$ cat config.mk
export PLATFORM = sky130hd
export DESIGN_NAME = afe_seq_ctl
export DESIGN_NICKNAME = d
export VERILOG_FILES = /design/src/rtl/afe_seq_ctl.sv
export SDC_FILE = /design/constraint.sdc
export NUM_CORES = 1
export LEC_CHECK = 0
export CELL_PAD_IN_SITES_DETAIL_PLACEMENT = 0
export CELL_PAD_IN_SITES_GLOBAL_PLACEMENT = 2
export CORE_MARGIN = 3
export CORE_UTILIZATION = 33
export CTS_CLUSTER_SIZE = 8
export DETAILED_ROUTE_END_ITERATION = 10
export GPL_TIMING_DRIVEN = 0
export HOLD_SLACK_MARGIN = 0.03
export PLACE_DENSITY = 0.83
export SLEW_MARGIN = 20
export SYNTH_ARGS = -nofsm -noshare
export SYNTH_HDL_FRONTEND = slang
export SYNTH_SLANG_ARGS = --single-unit
$ cat constraint.sdc
create_clock -name CLK_100M -period 3.05 [get_ports CLK_100M]
set_clock_uncertainty 0.2 [all_clocks]
set_input_delay 0.4575 -clock CLK_100M [delete_from_list [all_inputs] [get_ports CLK_100M]]
set_output_delay 0.4575 -clock CLK_100M [all_outputs]
set_load 0.01 [all_outputs]
$ cat src/rtl/afe_seq_ctl.sv
// Parametrised AFE readout sequencer: IRST/STI, shift clocks, SHR, INTG/DF_SM, SHS; optional STO token check under AFE_STO_CHECK_EN.
// Latency: frame starts on the edge that samples a qualified SAMPLE_EN rise; every output is registered.
// Backpressure: none; SAMPLE_EN edges are ignored while BUSY, ADS_INIT_OK only gates frame starts.
module afe_seq_ctl #(
    parameter int T_STI       = 5,
    parameter int T_IRST      = 10,
    parameter int T_HALF_CLK  = 65,
    parameter int N_CH        = 64,
    parameter int N_AFE       = 1,
    parameter int CLK_EXTRA   = 3,
    parameter int T_SHR       = 5,
    parameter int T_WAIT_INTG = 10,
    parameter int T_TFT       = 1400,
    parameter int T_INTG      = 1450,
    parameter int T_WAIT_SHS  = 500,
    parameter int T_SHS       = 5,
    parameter int T_END       = 5,
    parameter int CW          = 16
) (
    input  logic          CLK_100M,
    input  logic          CLK_RST,
    input  logic          ADS_INIT_OK,
    input  logic          SAMPLE_EN,
    input  logic          CONT_MODE,
    input  logic [2:0]    PGA_SEL,
    input  logic          AFE_STO,
    output logic          AFE_CLK,
    output logic          AFE_INTG,
    output logic          AFE_IRST,
    output logic          AFE_SHS,
    output logic          AFE_SHR,
    output logic          AFE_STI,
    output logic          AFE_DF_SM,
    output logic [2:0]    AFE_PGA,
    output logic          AFE_PDZ,
    output logic          AFE_NAPZ,
    output logic          AFE_ENTRI,
    output logic          AFE_SMT_MD,
    output logic          AFE_INPUTZ,
    output logic          BUSY,
    output logic          FRAME_DONE,
    output logic          CH_VALID,
    output logic [CW-1:0] CH_IDX,
    output logic          STO_ERR
);
    localparam int N_CLK = N_CH * N_AFE + CLK_EXTRA;

    localparam logic [CW-1:0] STI_LEN   = CW'(T_STI);
    localparam logic [CW-1:0] IRST_LAST = CW'(T_IRST - 1);
    localparam logic [CW-1:0] HALF_LEN  = CW'(T_HALF_CLK);
    localparam logic [CW-1:0] PER_LAST  = CW'(2 * T_HALF_CLK - 1);
    localparam logic [CW-1:0] IDX_LAST  = CW'(N_CLK - 1);
    localparam logic [CW-1:0] SHR_LEN   = CW'(T_SHR);
    localparam logic [CW-1:0] SHR_LAST  = CW'(T_SHR + T_WAIT_INTG - 1);
    localparam logic [CW-1:0] TFT_LEN   = CW'(T_TFT);
    localparam logic [CW-1:0] INTG_LEN  = CW'(T_INTG);
    localparam logic [CW-1:0] INTG_LAST = CW'(T_INTG + T_WAIT_SHS - 1);
    localparam logic [CW-1:0] SHS_LEN   = CW'(T_SHS);
    localparam logic [CW-1:0] SHS_LAST  = CW'(T_SHS + T_END - 1);

    typedef enum logic [2:0] {S_IDLE, S_IRST, S_CLK, S_SHR, S_INTG, S_SHS} state_t;

    state_t        state, nxt_state;
    logic [CW-1:0] tmr, nxt_tmr;
    logic [CW-1:0] idx, nxt_idx;
    logic          se_q;
    logic          start;
    logic          cont_go;
    logic          frame_start;

    assign start       = (state == S_IDLE) && SAMPLE_EN && !se_q && ADS_INIT_OK;
    assign cont_go     = CONT_MODE && SAMPLE_EN && ADS_INIT_OK;
    assign frame_start = (nxt_state == S_IRST) && (state != S_IRST);

    always_comb begin
        nxt_state = state;
        nxt_tmr   = tmr + 1'b1;
        nxt_idx   = idx;
        case (state)
            S_IDLE: begin
                nxt_tmr = '0;
                if (start) nxt_state = S_IRST;
            end
            S_IRST: if (tmr == IRST_LAST) begin
                nxt_state = S_CLK;
                nxt_tmr   = '0;
                nxt_idx   = '0;
            end
            // tmr spans one AFE_CLK period; idx counts periods
            S_CLK: if (tmr == PER_LAST) begin
                nxt_tmr = '0;
                if (idx == IDX_LAST) nxt_state = S_SHR;
                else                 nxt_idx   = idx + 1'b1;
            end
            S_SHR: if (tmr == SHR_LAST) begin
                nxt_state = S_INTG;
                nxt_tmr   = '0;
            end
            S_INTG: if (tmr == INTG_LAST) begin
                nxt_state = S_SHS;
                nxt_tmr   = '0;
            end
            S_SHS: if (tmr == SHS_LAST) begin
                nxt_state = cont_go ? S_IRST : S_IDLE;
                nxt_tmr   = '0;
            end
            default: begin
                nxt_state = S_IDLE;
                nxt_tmr   = '0;
            end
        endcase
    end

    // Outputs are decoded from the next state so they line up with the phase they describe
    always_ff @(posedge CLK_100M) begin
        if (CLK_RST) begin
            state      <= S_IDLE;
            tmr        <= '0;
            idx        <= '0;
            se_q       <= 1'b1;
            BUSY       <= 1'b0;
            FRAME_DONE <= 1'b0;
            CH_VALID   <= 1'b0;
            AFE_CLK    <= 1'b0;
            AFE_INTG   <= 1'b0;
            AFE_IRST   <= 1'b0;
            AFE_SHS    <= 1'b0;
            AFE_SHR    <= 1'b0;
            AFE_STI    <= 1'b0;
            AFE_DF_SM  <= 1'b1;
            AFE_PGA    <= 3'b111;
        end else begin
            state      <= nxt_state;
            tmr        <= nxt_tmr;
            idx        <= nxt_idx;
            se_q       <= SAMPLE_EN;
            BUSY       <= (nxt_state != S_IDLE);
            AFE_IRST   <= (nxt_state == S_IRST);
            AFE_STI    <= (nxt_state == S_IRST) && (nxt_tmr < STI_LEN);
            AFE_CLK    <= (nxt_state == S_CLK) && (nxt_tmr < HALF_LEN);
            CH_VALID   <= (nxt_state == S_CLK) && (nxt_tmr == '0);
            AFE_SHR    <= (nxt_state == S_SHR) && (nxt_tmr < SHR_LEN);
            AFE_INTG   <= (nxt_state == S_INTG) && (nxt_tmr < INTG_LEN);
            AFE_DF_SM  <= !((nxt_state == S_INTG) && (nxt_tmr < TFT_LEN));
            AFE_SHS    <= (nxt_state == S_SHS) && (nxt_tmr < SHS_LEN);
            FRAME_DONE <= (nxt_state == S_SHS) && (nxt_tmr == SHS_LAST);
            if (frame_start) AFE_PGA <= PGA_SEL;
        end
    end

    assign CH_IDX     = idx;
    assign AFE_PDZ    = 1'b1;
    assign AFE_NAPZ   = 1'b1;
    assign AFE_ENTRI  = 1'b1;
    assign AFE_SMT_MD = 1'b1;
    assign AFE_INPUTZ = 1'b1;

`ifdef AFE_STO_CHECK_EN
    localparam logic [CW-1:0] TOK_IDX = CW'(N_CH * N_AFE - 1);

    logic sto_seen;
    logic sto_hit;

    assign sto_hit = (state == S_CLK) && (idx >= TOK_IDX) && AFE_STO;

    // The sample taken in the last CLK cycle still counts towards the verdict
    always_ff @(posedge CLK_100M) begin
        if (CLK_RST) begin
            sto_seen <= 1'b0;
            STO_ERR  <= 1'b0;
        end else if (frame_start) begin
            sto_seen <= 1'b0;
            STO_ERR  <= 1'b0;
        end else begin
            if (sto_hit) sto_seen <= 1'b1;
            if ((state == S_CLK) && (nxt_state == S_SHR)) STO_ERR <= !(sto_seen || sto_hit);
        end
    end
`else
    wire unused_sto = AFE_STO;
    assign STO_ERR = 1'b0;
`endif

endmodule

# Word-level counts from Yosys, hierarchy flattened

Index checks and enable logic that the tools add are counted.

Register bits: 49
Bits in latches: 0
Bits in writable memories: 0
Memory bits (read-only): 0
Input bits: 9
Output and inout bits: 35
Word-level logic and storage cells: 81
Memories: 0

Add/subtract/negate cells: 2
Multiply operators: 0
Div/mod/pow operators: 0
Magnitude comparators: 4
Eq/ne operators: 20
Shifts and indexed selects: 0
Mux-type cells: 18
Bitwise gates (word level): 0
Reductions and logical operators: 22

Operators by type and width:

| operator                                                      | number |
|---|---|
| two-way mux 16 bit                                            | 7 |
| one-hot mux 16 bit (4 select lines)                           | 1 |
| equality test 16 x 4 -> 1 bit (second input constant)         | 3 |
| adder 16 x 1 -> 16 bit (second input constant)                | 2 |
| less-than comparator 16 x 11 -> 1 bit (second input constant) | 2 |
| one-hot mux 16 bit (2 select lines)                           | 1 |
| two-way mux 3 bit                                             | 7 |
| one-hot mux 3 bit (6 select lines)                            | 1 |
| equality test 16 x 11 -> 1 bit (second input constant)        | 1 |
| equality test 16 x 7 -> 1 bit (second input constant)         | 1 |
| equality test 16 x 8 -> 1 bit (second input constant)         | 1 |
| logical NOT 16 bit                                            | 1 |
| less-than comparator 16 x 3 -> 1 bit (second input constant)  | 1 |
| less-than comparator 16 x 7 -> 1 bit (second input constant)  | 1 |
| logical AND 1 bit                                             | 14 |
| equality test 3 x 2 -> 1 bit (second input constant)          | 4 |
| equality test 3 bit (second input constant)                   | 4 |
| equality test 3 x 1 -> 1 bit (second input constant)          | 2 |
| inequality test 2 bit (second input constant)                 | 3 |
| AND reduction 4 bit                                           | 1 |
| logical NOT 3 bit                                             | 1 |
| inequality test 3 x 1 -> 1 bit (second input constant)        | 1 |
| nonzero test 3 bit                                            | 1 |
| logical NOT 1 bit                                             | 2 |
| other kinds (3)                                               | 3 |

# Depth between registers and ports, before layout

Depth in word-level cells: 9
Depth in mapped cells: 11
Depth with buffers taken out: 8

# Least setup slack after synthesis

OpenSTA, ideal clock, no wires.

Path kind: register -> register
Start: register tmr[6]
End: register tmr[6]
Library setup time: 0.130 ns
Arrival time: 2.262 ns
Required time: 2.720 ns
Path slack: 0.458 ns
Cell stages (with the launch flop): 10
Buffers on the path: 3
Period minus slack after synthesis: 2.592 ns
Path through: dfxtp_1 or4_4 nor4_4 a21oi_1 or3_1 buf_2 nand2b_1 buf_4 buf_6 nor2_1

Word-level cells in the longest chain between the ends: 3
Elaborated cells between the ends (all ways): 10
Classes of those cells: add/sub (1); eq/ne (4); mux (5)

Ends and longest elaborated chain:

| what                                           | RTL line | text |
|---|---|---|
| from (decl)                                    | 64       | `logic [CW-1:0] tmr, nxt_tmr;` |
| from (signal assigned)                         | 134      | `tmr <= nxt_tmr;` |
| adder 16 x 1 -> 16 bit (tied with other cells) | 77       | `nxt_tmr = tmr + 1'b1;` |
| two-way mux 16 bit, on equally long branches   | -        |  |
| one-hot mux 16 bit (4 select lines) *          | 79       | `case (state)` |

Mark *: on every way between the ends. The rest lies on a longest branch, timed or not.
A chain may end at the register's enable or synchronous reset.

# Worst setup path in the final report

Start: register tmr[6]
End: register idx[14] (netlist: CH_IDX[14])

Word-level cells in the longest chain between the ends: 3
Elaborated cells between the ends (all ways): 5
Classes of those cells: eq/ne (4); reduce/logical (1)

Ends and longest elaborated chain:

| what                                                                                  | RTL line | text |
|---|---|---|
| equality test 16 x 8 -> 1 bit / equality test 16 x 4 -> 1 bit (equally long branches) | 90, 84   |  |
| inequality test 2 bit (no line)                                                       | -        |  |
| AND reduction 4 bit (no line) *                                                       | -        |  |
| to (signal assigned)                                                                  | 135      | `idx <= nxt_idx;` |
| to (decl)                                                                             | 65       | `logic [CW-1:0] idx, nxt_idx;` |

Marked as above.

==> results.md <==
* Residual DRC at 0
* Maximum vdd drop at 0.172 mV
* Clock buffer depth at 2
* Worst Setup Start Kind: flop
* Largest net degree at the start of global routing at 16
* RR Endpoint: CH_IDX[14]
* Clock sink count at 49
* Flop-to-flop setup slack at 0.16 ns
* Min-Delay Path Class: reg2reg
* Post-Route Setup TNS at 0 ns
* Drt first pass iters at 4
* Hold path startpoint: AFE_PGA[1]
* Highest metal used: met4
* CP required at 3.05 ns
* Async SR Flop Fraction at 0%
* Syn_area_per_cell at 8.71 sq um
* Hold Violations, Final at 0
* Die area at 0.00995 sq mm
* Initial Utilization at 34.6%
* CTS H-tree lvls at 2
* RSZ-0062 raised after global routing: no
* Initial antenna violation count at 0
* Max-slew headroom at 54.2%
* Final min period at 2.89 ns
* Initial drt markers at 122
* Worst skew pair latency at 0.30 ns
* Fillcell total at 845
* CORE AREA at 0.00838 sq mm
* Placer Congestion at 0.819
* Worst Hold Path EP: AFE_PGA[1]
* Chip height at 99.8 um
* Vias/cell at 5.20
* Post-layout util at 42.3%
* Post-synth top area cell: dfxtp_1
* Pwr dens at 308 mW/mm^2
* Ranking of synthesized cells by area: dfxtp_1, xnor2_1, nor2_1
* WL met1 at 3.63 mm
* Max frequency at 346 MHz
* Leak pwr at 0.00113 uW
* EDFF count, synth at 0
* #FFs+latches synth at 49
* Dpl hpwl at 5.28 mm
* CTS Root Cell: clkbuf_8
* IO buf count at 36
* Row cnt at 33
* Clk slew on worst S/H paths at 0.10 ns
* Leading register cell type out of synthesis: dfxtp_1
* Met2 wire length at 3.25 mm
* P&R area growth vs syn at 22.4%
* Grt ovf at 0
* Fraction of layout cells with a size suffix above 1 at 15.8%
* Critical Path Fanout Max at 10
* Io pins at 44
* Count leader, synth: dfxtp_1
* Antenna diodes at 0
* Fin crit share at 94.6%
* Die Wd at 99.8 um
* Final cell count without fillers at 490
* Status: finished clean
* Crit path DAT at 2.89 ns
* Reg-to-Reg Start: tmr[6]
* DR vias at 2547
* Synthesized area at 0.00290 sq mm
* Final Net Count at 398
* Crit. End Element: flop
* Pins Over Slew Limit at 0
* Antenna Nets Post-Route at 0
* Met3 Routed Length at 271 um
* Max_cap viols at 0
* Unique masters post-synth at 59
* Vias in the first global route at 2397
* Slew at the pin closest to its max-slew limit at 0.687 ns
* Seq/Total Area, Yosys at 33.8%
* Synth Warn # at 0
* Cells after Synth at 333
* Routed Wire Length at 7.22 mm
* Num CTS Buffers at 5
* First-pass GRT wire length at 12.3 mm
* Reg2reg path depth at 9
* Avg WL per Cell at 14.7 um
* Total track usage at 15.1%
* WHS Path Cells at 2
* Crit path kind: reg2reg
* Post-synth top cells: dfxtp_1, nor2_1, xnor2_1, nand2_1, nand3_1
* CTS tree: done
* Top-area cell type share of the netlist area at 33.8%
* Placed cell count at 478
* Setup violators final at 0
cell type report:
| cell class | count | area [sq um] | area share [%] |
|---|---|---|---|
| multi-input cells | 252 | 1780 | 50.0 |
| flip-flops and latches | 49 | 981 | 27.6 |
| repair buffers | 40 | 390 | 11.0 |
| plain buffers | 26 | 148 | 4.16 |
| well taps | 105 | 131 | 3.70 |
| clock buffers | 5 | 68.8 | 1.94 |
| inverters | 10 | 37.5 | 1.06 |
| clock inverters | 3 | 17.5 | 0.493 |
power breakdown:
part	internal (uW)	switching (uW)	leakage (uW)
Clock	159	230	0.0000439
Sequential	644	2.03	0.000395
Combinational	28.6	30.2	0.000686
Total	831	262	0.00113
critical path, cell delays in order, from the launching register on:
cell and delay [ns]:
dfxtp_1 0.41, or4_4 0.60, nor4_4 0.27, buf_4 0.18, buf_4 0.12, nand4b_4 0.14
buf_6 0.21, a2111oi_2 0.43, xnor2_1 0.18, nor2_2 0.04
sequential cells by signal, summed over array words and instances (netlist names):
name,flops
tmr,16
AFE_SHR,1
AFE_PGA,3
AFE_STI,1
BUSY,1
FRAME_DONE,1
AFE_DF_SM,1
se_q,1
AFE_IRST,1
state,3
AFE_CLK,1
CH_VALID,1
AFE_SHS,1
AFE_INTG,1
CH_IDX,16
repair_timing:
action	CTS	global route
gates resized for setup	0	4
hold buffers	0	0
setup buffers	0	4
endpoints found under the setup margin	0	27
worst max-delay path by stage:
stage	to	slack, ns	cells past startpoint	startpoint
after floorplan	tmr[6]	0.46	9	tmr[6]
after global placement	AFE_SHR	0.1	7	tmr[2]
after detailed placement	tmr[2]	0.11	9	tmr[6]
after CTS	tmr[2]	0.07	9	tmr[6]
after global routing	CH_IDX[15]	0.03	7	tmr[6]
final	CH_IDX[14]	0.16	9	tmr[6]
metal layers:
metal | GRT usage (%) | vias to the layer above
li1 | - | 1288
met1 | 22.6 | 1203
met2 | 22.3 | 51
met3 | 2.81 | 5
met4 | 3.47 | 0
met5 | 0 | -
placed cells by master, fill, tap and decap left out, types with 10 or more instances in the layout:
master	netlist	final
buf_4	8	12
clkbuf_1	11	11
clkdlybuf4s50_1	0	36
dfxtp_1	49	49
nand2_1	16	16
nand3_1	16	16
nand4_1	11	11
nor2_1	39	39
o21ai_0	10	10
xnor2_1	22	21
cell families after synthesis:
logic type | share of synthesized area (%)
other cells | 0.259
mux | 1.73
fa+ha+maj | 2.16
flops | 33.8
simple gates | 30.5
compound gates | 17.3
xor+xnor | 7.85
buf+inv | 6.38
metrics by stage:
step	hold slack, ns	total power, uW	area, sq um	worst slack [ns]
after floorplan	0.309	695	2920	0.458
after global routing	0.361	1150	3550	0.0266
after detailed placement	0.309	720	3410	0.109
after global placement	0.295	719	3410	0.0968
final	0.321	1090	3550	0.164
after CTS	0.326	1120	3490	0.0740
No activity file was read; power rests on OpenSTA's default activity.
